**src/rtl/serial_subtractor_pkg.sv**
```systemverilog
// Shared types and sizing helpers for the bit-serial subtractor.
package serial_sub_pkg;

  typedef enum logic [1:0] {
    IDLE  = 2'd0,
    SHIFT = 2'd1,
    DONE  = 2'd2
  } sub_state_t;

  localparam int unsigned WIDTH_DEF = 4;
  localparam int unsigned CNT_W     = $clog2(WIDTH_DEF);

  // Bit-counter width for a given operand width; never narrower than one bit.
  function automatic int unsigned cnt_w(input int unsigned w);
    return (w < 2) ? 1 : $clog2(w);
  endfunction

endpackage

```
**src/rtl/serial_subtractor_if.sv**
```systemverilog
// Start/busy/done handshake and operand/result bus of the serial subtractor.
// The ovf signal exists only when SUB_OVF_EN is defined.
interface serial_subtractor_if #(
  parameter int unsigned WIDTH = 4
);
  logic             start;
  logic [WIDTH-1:0] a;
  logic [WIDTH-1:0] b;
  logic             bin;
  logic             busy;
  logic             done;
  logic [WIDTH-1:0] diff;
  logic             bout;
`ifdef SUB_OVF_EN
  logic             ovf;

  modport master (output start, a, b, bin, input busy, done, diff, bout, ovf);
  modport slave  (input start, a, b, bin, output busy, done, diff, bout, ovf);
`else
  modport master (output start, a, b, bin, input busy, done, diff, bout);
  modport slave  (input start, a, b, bin, output busy, done, diff, bout);
`endif
endinterface

```
**src/rtl/serial_subtractor_full_subtractor.sv**
```systemverilog
// One-bit full subtractor cell: d = x - y - bi, bo = borrow out.
module full_subtractor (
  input  logic x,
  input  logic y,
  input  logic bi,
  output logic d,
  output logic bo
);

  assign d  = x ^ y ^ bi;
  assign bo = (~x & y) | (~(x ^ y) & bi);

endmodule

```
**src/rtl/serial_subtractor.sv**
```systemverilog
// Bit-serial WIDTH-bit subtractor, LSB first, with start/busy/done handshake.
// Define SUB_OVF_EN to add the signed-overflow flag (ovf) and operand capture.
module serial_subtractor
  import serial_sub_pkg::*;
#(
  parameter int unsigned WIDTH = WIDTH_DEF
) (
  input  logic clk,
  input  logic rst,
  serial_subtractor_if.slave bus
);

  localparam int unsigned CW   = cnt_w(WIDTH);
  localparam logic [CW-1:0] LAST = CW'(WIDTH - 1);

  sub_state_t       state_q, state_d;
  logic [WIDTH-1:0] a_sh_q, a_sh_d;
  logic [WIDTH-1:0] b_sh_q, b_sh_d;
  logic [WIDTH-1:0] res_q, res_d;
  logic [WIDTH-1:0] diff_q, diff_d;
  logic [CW-1:0]    cnt_q, cnt_d;
  logic             br_q, br_d;
  logic             bout_q, bout_d;
  logic             busy_q, busy_d;
  logic             done_q, done_d;
  logic [WIDTH-1:0] res_new;
  logic             fs_d, fs_bo;
`ifdef SUB_OVF_EN
  logic [WIDTH-1:0] a_cap_q, a_cap_d;
  logic [WIDTH-1:0] b_cap_q, b_cap_d;
  logic             ovf_q, ovf_d;
`endif

  full_subtractor u_fs (
    .x  (a_sh_q[0]),
    .y  (b_sh_q[0]),
    .bi (br_q),
    .d  (fs_d),
    .bo (fs_bo)
  );

  // Next-state and datapath update.
  always_comb begin
    state_d = state_q;
    a_sh_d  = a_sh_q;
    b_sh_d  = b_sh_q;
    res_d   = res_q;
    diff_d  = diff_q;
    cnt_d   = cnt_q;
    br_d    = br_q;
    bout_d  = bout_q;
`ifdef SUB_OVF_EN
    a_cap_d = a_cap_q;
    b_cap_d = b_cap_q;
    ovf_d   = ovf_q;
`endif
    res_new = {fs_d, res_q[WIDTH-1:1]};

    unique case (state_q)
      IDLE: begin
        if (bus.start) begin
          a_sh_d  = bus.a;
          b_sh_d  = bus.b;
          br_d    = bus.bin;
          cnt_d   = '0;
          res_d   = '0;
`ifdef SUB_OVF_EN
          a_cap_d = bus.a;
          b_cap_d = bus.b;
`endif
          state_d = SHIFT;
        end
      end
      SHIFT: begin
        res_d  = res_new;
        a_sh_d = a_sh_q >> 1;
        b_sh_d = b_sh_q >> 1;
        br_d   = fs_bo;
        cnt_d  = cnt_q + CW'(1);
        if (cnt_q == LAST) begin
          diff_d  = res_new;
          bout_d  = fs_bo;
`ifdef SUB_OVF_EN
          // Operand signs differ and the result sign departs from the minuend.
          ovf_d   = (a_cap_q[WIDTH-1] != b_cap_q[WIDTH-1]) &&
                    (res_new[WIDTH-1] != a_cap_q[WIDTH-1]);
`endif
          state_d = DONE;
        end
      end
      DONE: begin
        state_d = IDLE;
      end
      default: begin
        state_d = IDLE;
      end
    endcase

    busy_d = (state_d != IDLE);
    done_d = (state_d == DONE);
  end

  // State and datapath registers.
  always_ff @(posedge clk) begin
    if (rst) begin
      state_q <= IDLE;
      a_sh_q  <= '0;
      b_sh_q  <= '0;
      res_q   <= '0;
      diff_q  <= '0;
      cnt_q   <= '0;
      br_q    <= 1'b0;
      bout_q  <= 1'b0;
      busy_q  <= 1'b0;
      done_q  <= 1'b0;
`ifdef SUB_OVF_EN
      a_cap_q <= '0;
      b_cap_q <= '0;
      ovf_q   <= 1'b0;
`endif
    end else begin
      state_q <= state_d;
      a_sh_q  <= a_sh_d;
      b_sh_q  <= b_sh_d;
      res_q   <= res_d;
      diff_q  <= diff_d;
      cnt_q   <= cnt_d;
      br_q    <= br_d;
      bout_q  <= bout_d;
      busy_q  <= busy_d;
      done_q  <= done_d;
`ifdef SUB_OVF_EN
      a_cap_q <= a_cap_d;
      b_cap_q <= b_cap_d;
      ovf_q   <= ovf_d;
`endif
    end
  end

  assign bus.busy = busy_q;
  assign bus.done = done_q;
  assign bus.diff = diff_q;
  assign bus.bout = bout_q;
`ifdef SUB_OVF_EN
  assign bus.ovf  = ovf_q;
`endif

endmodule

```
**src/flat_wrapper.sv**
```systemverilog
// flat-port wrapper written by rule: the top's interface ports become plain ports
module serial_subtractor_flat import serial_sub_pkg::*;
#(
  parameter int unsigned WIDTH = WIDTH_DEF
)
  (clk, rst, bus_start, bus_a, bus_b, bus_bin, bus_busy, bus_done, bus_diff, bus_bout);
  serial_subtractor_if #(.WIDTH(WIDTH)) bus_i ();
  input  logic clk;
  input  logic rst;
  input wire logic [$bits(bus_i.start)-1:0] bus_start;
  input wire logic [$bits(bus_i.a)-1:0] bus_a;
  input wire logic [$bits(bus_i.b)-1:0] bus_b;
  input wire logic [$bits(bus_i.bin)-1:0] bus_bin;
  output wire logic [$bits(bus_i.busy)-1:0] bus_busy;
  output wire logic [$bits(bus_i.done)-1:0] bus_done;
  output wire logic [$bits(bus_i.diff)-1:0] bus_diff;
  output wire logic [$bits(bus_i.bout)-1:0] bus_bout;
  assign bus_i.start = bus_start;
  assign bus_i.a = bus_a;
  assign bus_i.b = bus_b;
  assign bus_i.bin = bus_bin;
  assign bus_busy = bus_i.busy;
  assign bus_done = bus_i.done;
  assign bus_diff = bus_i.diff;
  assign bus_bout = bus_i.bout;
  serial_subtractor #(.WIDTH(WIDTH)) u_core (.clk(clk), .rst(rst), .bus(bus_i));
endmodule
```
**config.mk**
```make
export PLATFORM = sky130hd
export DESIGN_NAME = serial_subtractor_flat
export DESIGN_NICKNAME = d
export VERILOG_FILES = /design/src/rtl/serial_subtractor_pkg.sv /design/src/rtl/serial_subtractor_if.sv /design/src/rtl/serial_subtractor_full_subtractor.sv /design/src/rtl/serial_subtractor.sv /design/src/flat_wrapper.sv
export SDC_FILE = /design/constraint.sdc
export NUM_CORES = 1
export LEC_CHECK = 0
export CORE_AREA = 2 2 56 58
export CTS_CLUSTER_DIAMETER = 30
export DETAILED_ROUTE_END_ITERATION = 8
export DIE_AREA = 0 0 58 60
export PLACE_DENSITY_LB_ADDON = 0.12
export SLEW_MARGIN = 20
export SYNTH_ARGS = -nofsm -noshare
export SYNTH_HDL_FRONTEND = slang
export SYNTH_SLANG_ARGS = --single-unit
```
**constraint.sdc**
```tcl
create_clock -name clk -period 1.4 [get_ports clk]
set_input_delay 0.28 -clock clk [delete_from_list [all_inputs] [get_ports clk]]
set_output_delay 0.28 -clock clk [all_outputs]
set_load 0.1 [all_outputs]
```
==> results.sh <==
export IMPL_status="completed"
export IMPL_portBuffers=18
export IMPL_grt_overflow_total=0
export IMPL_p_clk_share_pct=23.9
export IMPL_syn_to_final_growth_pct=31.8
export IMPL_syn_area_sq_um=980
export IMPL_hpwl_mm=1.37
export IMPL_hold_violations=0
export IMPL_p_comb_share_pct=17.6
export IMPL_ctsRootBufferMaster="clkbuf_4"
export IMPL_die_w_um=58
export IMPL_hold_class="reg2reg"
export IMPL_drc=0
export IMPL_setup_tns_ns=0
export IMPL_cts_hold_buffers=0
export IMPL_switching_share_pct=25.8
export IMPL_drtIter0Drc=23
export IMPL_peakVddDrop_uv=505
export IMPL_reg2reg_depth=4
export IMPL_initial_core_util_pct=33.8
export IMPL_tritoncts="done"
export IMPL_dpl_cell_area_sq_um=1260
export IMPL_rows=20
export IMPL_firstDrtPassIters=4
export IMPL_fmax_ghz=0.799
export IMPL_p_leak_nw=0.480
export IMPL_startpoint_type="flop"
export IMPL_worst_pin_slew_ns=0.468
export IMPL_avgSynthCellArea_sq_um=10.3
export IMPL_cp_required_ns=1.61
export IMPL_grt_pass1_vias=811
export IMPL_final_nets=132
export IMPL_routedWlPerCell_um=12.2
export IMPL_fin_crit_sh_pct=89.4
export IMPL_synth_seq_area_share_pct=47.0
export IMPL_die_area_sq_um=3480
export IMPL_die_h_um=60
export IMPL_worstPathArrival_ns=1.46
export IMPL_grt_start_max_net_pins=14
export IMPL_internal_power_mw=0.907
export IMPL_ant_nets=0
export IMPL_cap_viol_max_count=0
export IMPL_ys_ff_latch=23
export IMPL_end_kind="flop"
export IMPL_ys_warn_count=0
export IMPL_rsz0062_at_grt="no"
export IMPL_power_density_nw_per_um2=947
export IMPL_whs_path_depth=2
export IMPL_fill_cells=300
export IMPL_syn_nets=109
export IMPL_antenna_found_initial=0
export IMPL_cts_setup_buffers=0
export IMPL_finalInstanceArea_sq_um=1290
export IMPL_synth_cell_types=24
export IMPL_crit_type="reg2reg"
export IMPL_cts_buffers=3
export IMPL_antenna_cells=0
export IMPL_drive_above_1_share_pct=24.8
export IMPL_crit_fanout=2
export IMPL_grt_total_usage_pct=12.5
export IMPL_gp_congestion=0.670
export IMPL_io_pins=19
export IMPL_finalSetupViolations=0
export IMPL_cts_clk_slew_worst_paths_ns=0.12
export IMPL_clockBufferDepth=2
export IMPL_drt_total_wl_mm=1.83
export IMPL_clock_sinks=23
export IMPL_grt_pass1_wl_mm=3.28
export IMPL_power_switching_mw=0.315
export IMPL_postCtsResizedCells=0
export IMPL_core_area_sq_um=2900
export IMPL_drv_slew=0
export IMPL_clk_latency_ns=0.30
export IMPL_via_count=736
export IMPL_relSlewSlack_pct=68.7
export IMPL_h_tree_depth=1
export IMPL_synthCells=95
export IMPL_skew_ns=0.00720
export IMPL_seq_power_share_pct=58.5
export IMPL_period_needed_ns=1.25
export IMPL_vias_per_cell=4.91
[through the flow]
step | std cells | setup slack, ns | power [mW] | hold WS, ns | util (%)
2_1_floorplan | 95 | 0.0683 | 0.876 | 0.352 | -
3_3_place_gp | 146 | -0.0767 | 0.945 | 0.466 | 43.6
3_5_place_dp | 146 | -0.109 | 0.947 | 0.460 | 43.6
4_1_cts | 150 | 0.117 | 1.25 | 0.477 | 44.5
5_1_grt | 150 | 0.0253 | 1.30 | 0.520 | 44.5
6_report | 150 | 0.148 | 1.22 | 0.475 | 44.5
[sequential cells by signal, summed over array words and instances, names as in the netlist]
register and flops:
u_core.bus.done 1, u_core.a_sh_q 4, u_core.bus.diff 4, u_core.bus.busy 1, u_core.res_q 3, u_core.bus.bout 1
u_core.b_sh_q 4, u_core.br_q 1, u_core.cnt_q 2, u_core.state_q 2
[worst max-delay path, stage by stage, from the launching register on]
cell     delay, ns
dfxtp_1       0.36
inv_1         0.07
fa_1          0.50
a22oi_1       0.18
nor2_1        0.05
[metal layers]
metal | wire length, um | share of wire [%] | vias to the layer above | GRT usage [%]
met5 | 0 | 0 | - | 0
li1 | - | - | 380 | -
met4 | 19 | 1.0 | 0 | 6.98
met1 | 896 | 49 | 345 | 14.0
met3 | 67 | 3.7 | 2 | 2.60
met2 | 844 | 46 | 9 | 22.1
[worst paths after layout]
kind	from	end	slack (ns)
worst max-delay path	u_core.b_sh_q[0]	u_core.res_q[3]	0.15
worst min-delay path	u_core.res_q[1]	u_core.bus.diff[0]	0.48
worst max register to register	u_core.b_sh_q[0]	u_core.res_q[3]	0.15
worst min register to register	u_core.res_q[1]	u_core.bus.diff[0]	0.48
[layout by cell type (no fill, tap or decap), types with 2 or more instances in the layout]
cell type	instances
a211oi_2	7
a21oi_1	6
a22oi_1	6
buf_12	7
buf_4	6
clkbuf_4	3
clkdlybuf4s50_1	11
dfxtp_1	23
inv_1	3
mux2i_1	7
nand2_1	4
nand3_1	4
nor2_1	13
nor2_2	4
nor3_1	2
nor3b_1	2
[synth_stat cells]
master    instances  area [sq um]
nor3_1            2          10.0
nand2_1           4          15.0
nor3b_1           2          15.0
o21ba_4           1          16.3
a21oi_1           6          30.0
o21bai_1          1          7.51
nand3_1           4          20.0
inv_1             3          11.3
buf_8             1          15.0
mux2i_1           7          70.1
a311oi_1          1          8.76
nor2_2            4          25.0
dfxtp_1          23           460
nor2_1           13          48.8
o22a_1            1          8.76
clkbuf_1          1          3.75
buf_2             2          10.0
buf_6             2          22.5
nand3b_1          1          7.51
fa_1              1          20.0
nor2b_2           1          8.76
a22oi_1           6          45.0
ha_1              1          12.5
a211oi_2          7          87.6
[power groups by stage]
| stage | sequential [mW] | clock (mW) | combinational (mW) |
|---|---|---|---|
| after floorplan | 0.738 | 0 | 0.137 |
| after global placement | 0.729 | 0 | 0.215 |
| after detailed placement | 0.730 | 0 | 0.217 |
| after CTS | 0.715 | 0.316 | 0.219 |
| after global routing | 0.720 | 0.342 | 0.240 |
| final | 0.715 | 0.292 | 0.215 |
[cells by family (layout without fill, tap and decap cells)]
family	after synthesis	after routing	share of synthesized area, %
simple gates	31	31	15.3
fa+ha+maj	2	2	3.32
flops	23	23	47.0
compound gates	23	23	20.8
buf+inv	9	31	6.38
mux	7	7	7.15
[area by class of cell]
cell class / instances / area, sq um / area share [%]
Sequential cell: 23 / 460 / 35.7
Multi-Input combinational cell: 63 / 457 / 35.4
Timing Repair Buffer: 24 / 295 / 22.9
Tap cell: 33 / 41.3 / 3.20
Clock buffer: 4 / 26.3 / 2.03
Inverter: 3 / 11.3 / 0.872
Note: power is estimated with default switching activity, not from simulation.
